===== config.mk =====
export PLATFORM = sky130hd
export DESIGN_NAME = seg_shift_out_flat
export DESIGN_NICKNAME = d
export VERILOG_FILES = /design/src/rtl/seg_shift_out_if.sv /design/src/rtl/seg_shift_out.sv /design/src/flat_wrapper.sv
export SDC_FILE = /design/constraint.sdc
export NUM_CORES = 1
export LEC_CHECK = 0
export ABC_AREA = 1
export BUFFER_PORTS_ARGS = -buffer_cell sky130_fd_sc_hd__buf_2
export CAP_MARGIN = 20
export CORE_MARGIN = 1.5
export CORE_UTILIZATION = 30
export DETAILED_ROUTE_END_ITERATION = 10
export GPL_TIMING_DRIVEN = 0
export HOLD_SLACK_MARGIN = 0.15
export PLACE_DENSITY_LB_ADDON = 0.3
export RECOVER_POWER = 100
export SLEW_MARGIN = 10
export SYNTH_ARGS = -nofsm -noshare
export SYNTH_HDL_FRONTEND = slang
export SYNTH_SLANG_ARGS = --single-unit

===== constraint.sdc =====
create_clock -name i_clk -period 1.8 [get_ports i_clk]
set_input_delay 0.27 -clock i_clk [delete_from_list [all_inputs] [get_ports i_clk]]
set_output_delay 0.27 -clock i_clk [all_outputs]
set_load 0.01 [all_outputs]

===== src/rtl/seg_shift_out_if.sv =====
// Handshake bundle between the display controller and the serial output stage.
// The controller drives the master side; seg_shift_out sits on the slave side.
interface seg_shift_out_if #(
    parameter int WIDTH = 8
);
    logic             i_load;
    logic [WIDTH-1:0] i_data;
    logic             i_latch;
    logic             o_busy;
    logic             o_sclk;
    logic             o_sdata;
    logic             o_rclk;
    logic             o_done;
    logic             o_err;

    modport master (
        output i_load, i_data, i_latch,
        input  o_busy, o_sclk, o_sdata, o_rclk, o_done, o_err
    );

    modport slave (
        input  i_load, i_data, i_latch,
        output o_busy, o_sclk, o_sdata, o_rclk, o_done, o_err
    );
endinterface


===== src/rtl/seg_shift_out.sv =====
// Serial output stage for a 74HC595-style display chain: shifts a loaded word out
// on a divided serial clock and turns latch requests into storage-clock pulses.
module seg_shift_out #(
    parameter int WIDTH     = 8,
    parameter int CLK_DIV   = 2,
    parameter int MSB_FIRST = 1,
    parameter int LATCH_LEN = 2
) (
    input  logic          i_clk,
    input  logic          i_rst,
    seg_shift_out_if.slave bus
);
    typedef enum logic [1:0] {IDLE, SETUP, HIGH} state_t;

    localparam int            CW       = (WIDTH > 1) ? $clog2(WIDTH) : 1;
    localparam logic [CW-1:0] BIT_LAST = CW'(WIDTH - 1);
    localparam logic [7:0]    DIV_LAST = 8'(CLK_DIV - 1);
    localparam logic [3:0]    LAT_LAST = 4'(LATCH_LEN - 1);

    state_t           state;
    logic [WIDTH-1:0] shreg;
    logic [CW-1:0]    bit_cnt;
    logic [7:0]       div_cnt;
    logic [3:0]       lat_cnt;
    logic             lat_pend;
    logic             busy, sclk, sdata, rclk, done, err;

    logic phase_end, last_bit, finishing, lat_acc, lat_fire;

    function automatic logic first_bit(input logic [WIDTH-1:0] d);
        return (MSB_FIRST != 0) ? d[WIDTH-1] : d[0];
    endfunction

    function automatic logic [WIDTH-1:0] advance(input logic [WIDTH-1:0] d);
        return (MSB_FIRST != 0) ? (d << 1) : (d >> 1);
    endfunction

    assign phase_end = (div_cnt == DIV_LAST);
    assign last_bit  = (bit_cnt == BIT_LAST);
    assign finishing = (state == HIGH) && phase_end && last_bit;
    assign lat_acc   = bus.i_latch && !rclk && !lat_pend;
    // A latch requested mid-shift is held back until the edge where busy drops,
    // so the storage clock never captures a half-shifted chain.
    assign lat_fire  = (lat_acc && (!busy || finishing)) || (lat_pend && finishing);

    always_ff @(posedge i_clk or posedge i_rst) begin
        if (i_rst) begin
            state    <= IDLE;
            shreg    <= '0;
            bit_cnt  <= '0;
            div_cnt  <= '0;
            lat_cnt  <= '0;
            lat_pend <= 1'b0;
            busy     <= 1'b0;
            sclk     <= 1'b0;
            sdata    <= 1'b0;
            rclk     <= 1'b0;
            done     <= 1'b0;
            err      <= 1'b0;
        end else begin
            done <= 1'b0;
            case (state)
                IDLE: begin
                    if (bus.i_load) begin
                        state   <= SETUP;
                        busy    <= 1'b1;
                        sclk    <= 1'b0;
                        sdata   <= first_bit(bus.i_data);
                        shreg   <= advance(bus.i_data);
                        bit_cnt <= '0;
                        div_cnt <= '0;
                    end
                end
                SETUP: begin
                    if (phase_end) begin
                        state   <= HIGH;
                        sclk    <= 1'b1;
                        div_cnt <= '0;
                    end else begin
                        div_cnt <= div_cnt + 8'd1;
                    end
                end
                HIGH: begin
                    if (phase_end) begin
                        div_cnt <= '0;
                        sclk    <= 1'b0;
                        if (last_bit) begin
                            state <= IDLE;
                            sdata <= 1'b0;
                            busy  <= 1'b0;
                            done  <= 1'b1;
                        end else begin
                            state   <= SETUP;
                            sdata   <= first_bit(shreg);
                            shreg   <= advance(shreg);
                            bit_cnt <= bit_cnt + 1'b1;
                        end
                    end else begin
                        div_cnt <= div_cnt + 8'd1;
                    end
                end
                default: state <= IDLE;
            endcase

            if (bus.i_load && busy)
                err <= 1'b1;

            if (lat_fire) begin
                rclk     <= 1'b1;
                lat_cnt  <= LAT_LAST;
                lat_pend <= 1'b0;
            end else begin
                if (lat_acc && busy)
                    lat_pend <= 1'b1;
                if (rclk) begin
                    if (lat_cnt == 4'd0)
                        rclk <= 1'b0;
                    else
                        lat_cnt <= lat_cnt - 4'd1;
                end
            end
        end
    end

    assign bus.o_busy  = busy;
    assign bus.o_sclk  = sclk;
    assign bus.o_sdata = sdata;
    assign bus.o_rclk  = rclk;
    assign bus.o_done  = done;
    assign bus.o_err   = err;
endmodule


===== src/flat_wrapper.sv =====
// flat-port wrapper written by rule: the top's interface ports become plain ports
module seg_shift_out_flat 
#(
    parameter int WIDTH     = 8,
    parameter int CLK_DIV   = 2,
    parameter int MSB_FIRST = 1,
    parameter int LATCH_LEN = 2
)
  (i_clk, i_rst, bus_i_load, bus_i_data, bus_i_latch, bus_o_busy, bus_o_sclk, bus_o_sdata, bus_o_rclk, bus_o_done, bus_o_err);
  seg_shift_out_if #(.WIDTH(WIDTH)) bus_i ();
  input  logic i_clk;
  input  logic i_rst;
  input wire logic [$bits(bus_i.i_load)-1:0] bus_i_load;
  input wire logic [$bits(bus_i.i_data)-1:0] bus_i_data;
  input wire logic [$bits(bus_i.i_latch)-1:0] bus_i_latch;
  output wire logic [$bits(bus_i.o_busy)-1:0] bus_o_busy;
  output wire logic [$bits(bus_i.o_sclk)-1:0] bus_o_sclk;
  output wire logic [$bits(bus_i.o_sdata)-1:0] bus_o_sdata;
  output wire logic [$bits(bus_i.o_rclk)-1:0] bus_o_rclk;
  output wire logic [$bits(bus_i.o_done)-1:0] bus_o_done;
  output wire logic [$bits(bus_i.o_err)-1:0] bus_o_err;
  assign bus_i.i_load = bus_i_load;
  assign bus_i.i_data = bus_i_data;
  assign bus_i.i_latch = bus_i_latch;
  assign bus_o_busy = bus_i.o_busy;
  assign bus_o_sclk = bus_i.o_sclk;
  assign bus_o_sdata = bus_i.o_sdata;
  assign bus_o_rclk = bus_i.o_rclk;
  assign bus_o_done = bus_i.o_done;
  assign bus_o_err = bus_i.o_err;
  seg_shift_out #(.WIDTH(WIDTH), .CLK_DIV(CLK_DIV), .MSB_FIRST(MSB_FIRST), .LATCH_LEN(LATCH_LEN)) u_core (.i_clk(i_clk), .i_rst(i_rst), .bus(bus_i));
endmodule

; Word level (Yosys, flattened, before mapping)
; Cells that the tools add are included.
[op_classes]
eq_ne = 10
mux = 39
reduce_logical = 28
n_addsub = 3
[op_table]
columns = op, count
row1 = 2-to-1 mux 8 bit, 5
row2 = case mux 8 bit (2 select lines), 2
row3 = 2-to-1 mux 1 bit, 18
row4 = 2-to-1 mux 4 bit, 3
row5 = AND reduction 4 bit, 3
row6 = 2-to-1 mux 3 bit, 3
row7 = adder 8 x 1 -> 8 bit (second input constant), 1
row8 = equality test 8 x 1 -> 1 bit (second input constant), 1
row9 = logical AND 1 bit, 8
row10 = != test 2 x 1 -> 1 bit (second input constant), 4
row11 = nonzero test 2 bit, 4
row12 = 2-to-1 mux 2 bit, 3
row13 = case mux 2 bit (3 select lines), 1
row14 = case mux 3 bit (2 select lines), 1
row15 = AND reduction 3 bit, 2
row16 = zero test 4 bit, 1
row17 = != test 2 bit (second input constant), 2
row18 = case mux 1 bit (2 select lines), 2
row19 = AND reduction 2 bit, 2
row20 = subtractor 4 x 1 -> 4 bit (second input constant), 1
row21 = adder 3 x 1 -> 3 bit (second input constant), 1
row22 = equality test 3 bit (second input constant), 1
row23 = zero test 1 bit, 3
row24 = case mux 1 bit (3 select lines), 1
row25 = 6 further kinds, 7
[word_totals]
elab_cells = 92
input_bits = 12
reg_bits = 32

; Longest topological paths before layout
[depth]
depth_word = 8
depth_mapped = 10

; Least setup slack after synthesis
; OpenSTA, ideal clock, no wires.
[synth_path]
path_kind = register to register
from = reg u_core.state[0]
to = reg u_core.shreg[7]
synth_period_minus_slack_ns = 1.476
stages_incl_launch_ff = 9
setup_slack_ns = 0.324
setup_time_ns = 0.122
required_time_ns = 1.678
t_arrival_ns = 1.354
cell_sequence = dfrtp_1 -> inv_1 -> ha_1 -> inv_2 -> o21ai_1 -> nand3_4 -> buf_6 -> nand2_2 -> o21ai_2
[synth_between]
elab_chain_cells = 3
[synth_rtl]
columns = item, line
row1 = start: declaration, seg_shift_out.sv:20  ; state_t state;
row2 = start signal: assignment, seg_shift_out.sv:48  ; state <= IDLE;
row3 = start signal: assignment, seg_shift_out.sv:65  ; state <= SETUP;
row4 = start signal: assignment, seg_shift_out.sv:76  ; state <= HIGH;
row5 = equality test 2 bit / zero test 2 bit (equally long branches), seg_shift_out.sv:62  ; case (state)
row6 = != test 2 bit (no source line) (tied with other cells), -
row7 = AND reduction 4 bit (no source line), -
row8 = end signal: assignment, seg_shift_out.sv:69  ; shreg <= advance(bus.i_data);
row9 = end signal: assignment, seg_shift_out.sv:95  ; shreg <= advance(shreg);
row10 = end: declaration, seg_shift_out.sv:21  ; logic [WIDTH-1:0] shreg;
; Several ways; a longest one is shown, not always the timed one.
; A chain may end at the register's enable or synchronous reset.

; Worst setup path after layout
[layout_path]
from = reg u_core.state[0]
to = reg u_core.state[0]
[layout_between]
elab_chain_cells = 3
[layout_rtl]
columns = item, line
row1 = equality test 2 x 1 -> 1 bit (tied with other cells), seg_shift_out.sv:62
row2 = != test 2 x 1 -> 1 bit (no source line) / != test 2 bit (equally long branches), -
row3 = AND reduction 3 bit (no source line), -
; Several ways; a longest one is shown, not always the timed one.

==> flow_metrics.tcl <==
set metrics [dict create \
    cts.clk_slew.worst_paths_ns 0.06 \
    final_cell_mix "49 x nand2_1, 31 x dfrtp_1, 25 x inv_1" \
    first_global_vias 1277 \
    clock-sinks 31 \
    reg2reg_to "u_core.state[0]$_DFFE_PP0P_" \
    internal_power_mw 1.53 \
    dieArea_um2 6170 \
    fin_util 0.355 \
    drc 0 \
    drt-total-wl_um 3120 \
    reg2reg_depth 7 \
    synth-seq-cells 31 \
    stdcell_count 300 \
    finClkSkew_ns 0.00199 \
    totalPowerFinal_mw 2.51 \
    cp.required_ns 1.97 \
    core_um2 5510 \
    dp_hpwl_um 2280 \
    numCtsBuffers 5 \
    synth_area_per_cell_um2 8.44 \
    root_buffer "clkbuf_8" \
    final_common_cell "nand2_1" \
    cts_resized 0 \
    cp_max_fo 10 \
    track_usage 0.117 \
    clockBufferDepth 2 \
    ys.warnings.count 0 \
    wl_per_cell_um 10.4 \
    fmax_mhz 596 \
    power_frac_comb 0.398 \
    timing.rr.start "u_core.state[0]$_DFFE_PP0P_" \
    io_pins 18 \
    yosysSeqAreaShare 0.453 \
    cts-htree-levels 2 \
    ctsHoldBuffers 1 \
    slew_headroom 0.565 \
    finalMaxSlewViolations 0 \
    cp-start-kind "flip-flop" \
    setup_violations 0 \
    rrSetupSlack_ns 0.12 \
    maxCapViolations 0 \
    final_layout_size_suffix_gt1_frac 0.175 \
    fillers 578 \
    post_cts_buffers 0 \
    grt_pass1_wl_um 5620 \
    routabilityCongestion 0.729 \
    grt-ovfl-total 0 \
    vias_per_cell 4.29 \
    ir_worst_vdd_v 0.000362 \
    swShare 0.393 \
    rsz0062_at_grt "no" \
    die_w_um 78.6 \
    setup-tns-final_ns 0 \
    power.switching_mw 0.987 \
    pre_cts_ws_ns 0.138 \
    status "complete, no violations" \
    nets 249 \
    syn_nets 224 \
    dpl_cell_area_um2 1890 \
    cts_tree "done" \
    ys_types 27 \
    drt-initial-drc-count 59 \
    final_cell_area_um2 1950 \
    ant_nets 0 \
    power_leakage_nw 0.999 \
    dp_cells 292 \
    p_per_area_nw_per_um2 1290 \
    fp-row-count 27 \
    worst_pin_slew_ns 0.652 \
    clk_latency_ns 0.28 \
    crit_slowest_cell "dfrtp_1" \
    cp_cell_sequence "inv_1 -> ha_1 -> buf_6 -> o21ai_0 -> nand2_1 -> nand2_1 -> o21ai_0" \
    synth_cells 203 \
    end_kind "flip-flop" \
    seq_power_share 0.384 \
    worstPathArrival_ns 1.84 \
    detailroute.via_count 1288 \
    hp-start "bus_i_data[0]" \
    n_antenna_cell 0 \
    antenna_found_initial 0 \
    finalHoldViolCount 0 \
    numPortBuffers 17 \
    whs_ns 0.237 \
    worst_hold_path.endpoint "u_core.shreg[1]$_DFFE_PP0P_" \
    die_h_um 78.6 \
    crit_path_max_incr_delay_ns 0.41 \
    min_period_over_period 0.933 \
    holdPathStages 3 \
    p_clk_frac 0.218 \
    hp-class "primary input to flip-flop" \
    firstDrtPassIters 4 \
    worst_slack_ns 0.121 \
    area_growth_pct 14.0 \
    worst-setup-path-type "flip-flop to flip-flop" \
    start_util 0.311 \
    synth_area_um2 1710 \
    min_period_ns 1.68 \
    grt_max_degree 32 \
]
-- how the worst max path moves through the flow --
| stage | slack [ns] | startpoint | to | cells past startpoint |
|---|---|---|---|---|
| 2_1_floorplan | 0.32 | u_core.state[0]$_DFFE_PP0P_ | u_core.shreg[7]$_DFFE_PP0P_ | 8 |
| 4_1_cts | 0.13 | u_core.state[0]$_DFFE_PP0P_ | u_core.lat_cnt[2]$_DFFE_PP0P_ | 9 |
| 5_1_grt | 0.02 | u_core.state[0]$_DFFE_PP0P_ | u_core.bit_cnt[0]$_DFFE_PP0P_ | 7 |
| 6_report | 0.12 | u_core.state[0]$_DFFE_PP0P_ | u_core.state[0]$_DFFE_PP0P_ | 7 |
| 3_5_place_dp | 0.14 | u_core.state[0]$_DFFE_PP0P_ | u_core.shreg[7]$_DFFE_PP0P_ | 8 |
| 3_3_place_gp | 0.16 | u_core.state[0]$_DFFE_PP0P_ | u_core.lat_cnt[2]$_DFFE_PP0P_ | 9 |
-- worst max-delay path, delay by kind of cell (launching register included) --
kind,cells,cell delay (ns)
buffers and inverters,2,0.26
AOI/OAI and AO/OA,2,0.42
and+or+nand+nor,2,0.23
adders and majority gates,1,0.26
DFF,1,0.41
-- power groups by stage --
stage | combinational, mW | sequential (mW) | clock (mW)
after floorplan | 0.856 | 0.963 | 0
after global placement | 1.07 | 0.976 | 0
after detailed placement | 1.08 | 0.977 | 0
after CTS | 1.09 | 0.966 | 0.575
after global routing | 1.17 | 0.988 | 0.605
final | 1.00 | 0.965 | 0.549
-- sequential cells by signal, summed over array words and instances, names as in the netlist, 2 cells and up --
| register | flops |
|---|---|
| u_core.div_cnt | 8 |
| u_core.bit_cnt | 3 |
| u_core.shreg | 7 |
| u_core.state | 2 |
| u_core.lat_cnt | 4 |
-- layer usage --
| layer | vias to the layer above | track usage | routed length [um] | share of wire |
|---|---|---|---|---|
| met2 | 18 | 0.176 | 1290 | 0.41 |
| met1 | 573 | 0.150 | 1650 | 0.53 |
| met5 | - | 0 | 0 | 0 |
| met3 | 7 | 0.0314 | 104 | 0.033 |
| met4 | 0 | 0.0696 | 80 | 0.026 |
| li1 | 690 | - | - | - |
-- area by class of cell --
| type | count | area, um2 | area share |
|---|---|---|---|
| Buffer | 2 | 22.5 | 0.0115 |
| Clock inverter | 1 | 5.00 | 0.00256 |
| Timing Repair Buffer | 18 | 87.6 | 0.0448 |
| Clock buffer | 6 | 82.6 | 0.0423 |
| Multi-Input combinational cell | 138 | 769 | 0.394 |
| Sequential cell | 31 | 776 | 0.397 |
| Inverter | 32 | 120 | 0.0615 |
| Tap cell | 72 | 90.1 | 0.0461 |
-- cell usage after synthesis --
cell / n / area (um2)
nor2_2: 2 / 12.5
clkinv_1: 1 / 3.75
mux2i_1: 6 / 60.1
inv_1: 25 / 93.8
nand2_4: 1 / 11.3
nand3_4: 1 / 17.5
nand2_1: 48 / 180
or2_1: 1 / 6.26
nand2_2: 6 / 37.5
nand3_1: 14 / 70.1
nor3_1: 1 / 5.00
ha_1: 9 / 113
nor2_1: 17 / 63.8
nand4_1: 1 / 6.26
o21ai_1: 6 / 30.0
buf_6: 2 / 22.5
o31ai_1: 1 / 7.51
xor2_1: 3 / 26.3
o21ai_0: 4 / 20.0
or2_2: 2 / 12.5
and2_1: 1 / 6.26
o21ai_2: 9 / 78.8
dfrtp_1: 31 / 776
o21a_1: 1 / 7.51
a21oi_1: 3 / 15.0
inv_2: 6 / 22.5
o21bai_1: 1 / 7.51
-- cell families after synthesis --
| logic type | count (synthesis) | synth area share |
|---|---|---|
| mux | 6 | 0.0351 |
| xor+xnor | 3 | 0.0153 |
| simple gates | 95 | 0.251 |
| compound gates | 25 | 0.0972 |
| fa+ha+maj | 9 | 0.0657 |
| flops | 31 | 0.453 |
| buf+inv | 34 | 0.0833 |
(Power assumes the default switching activity.)
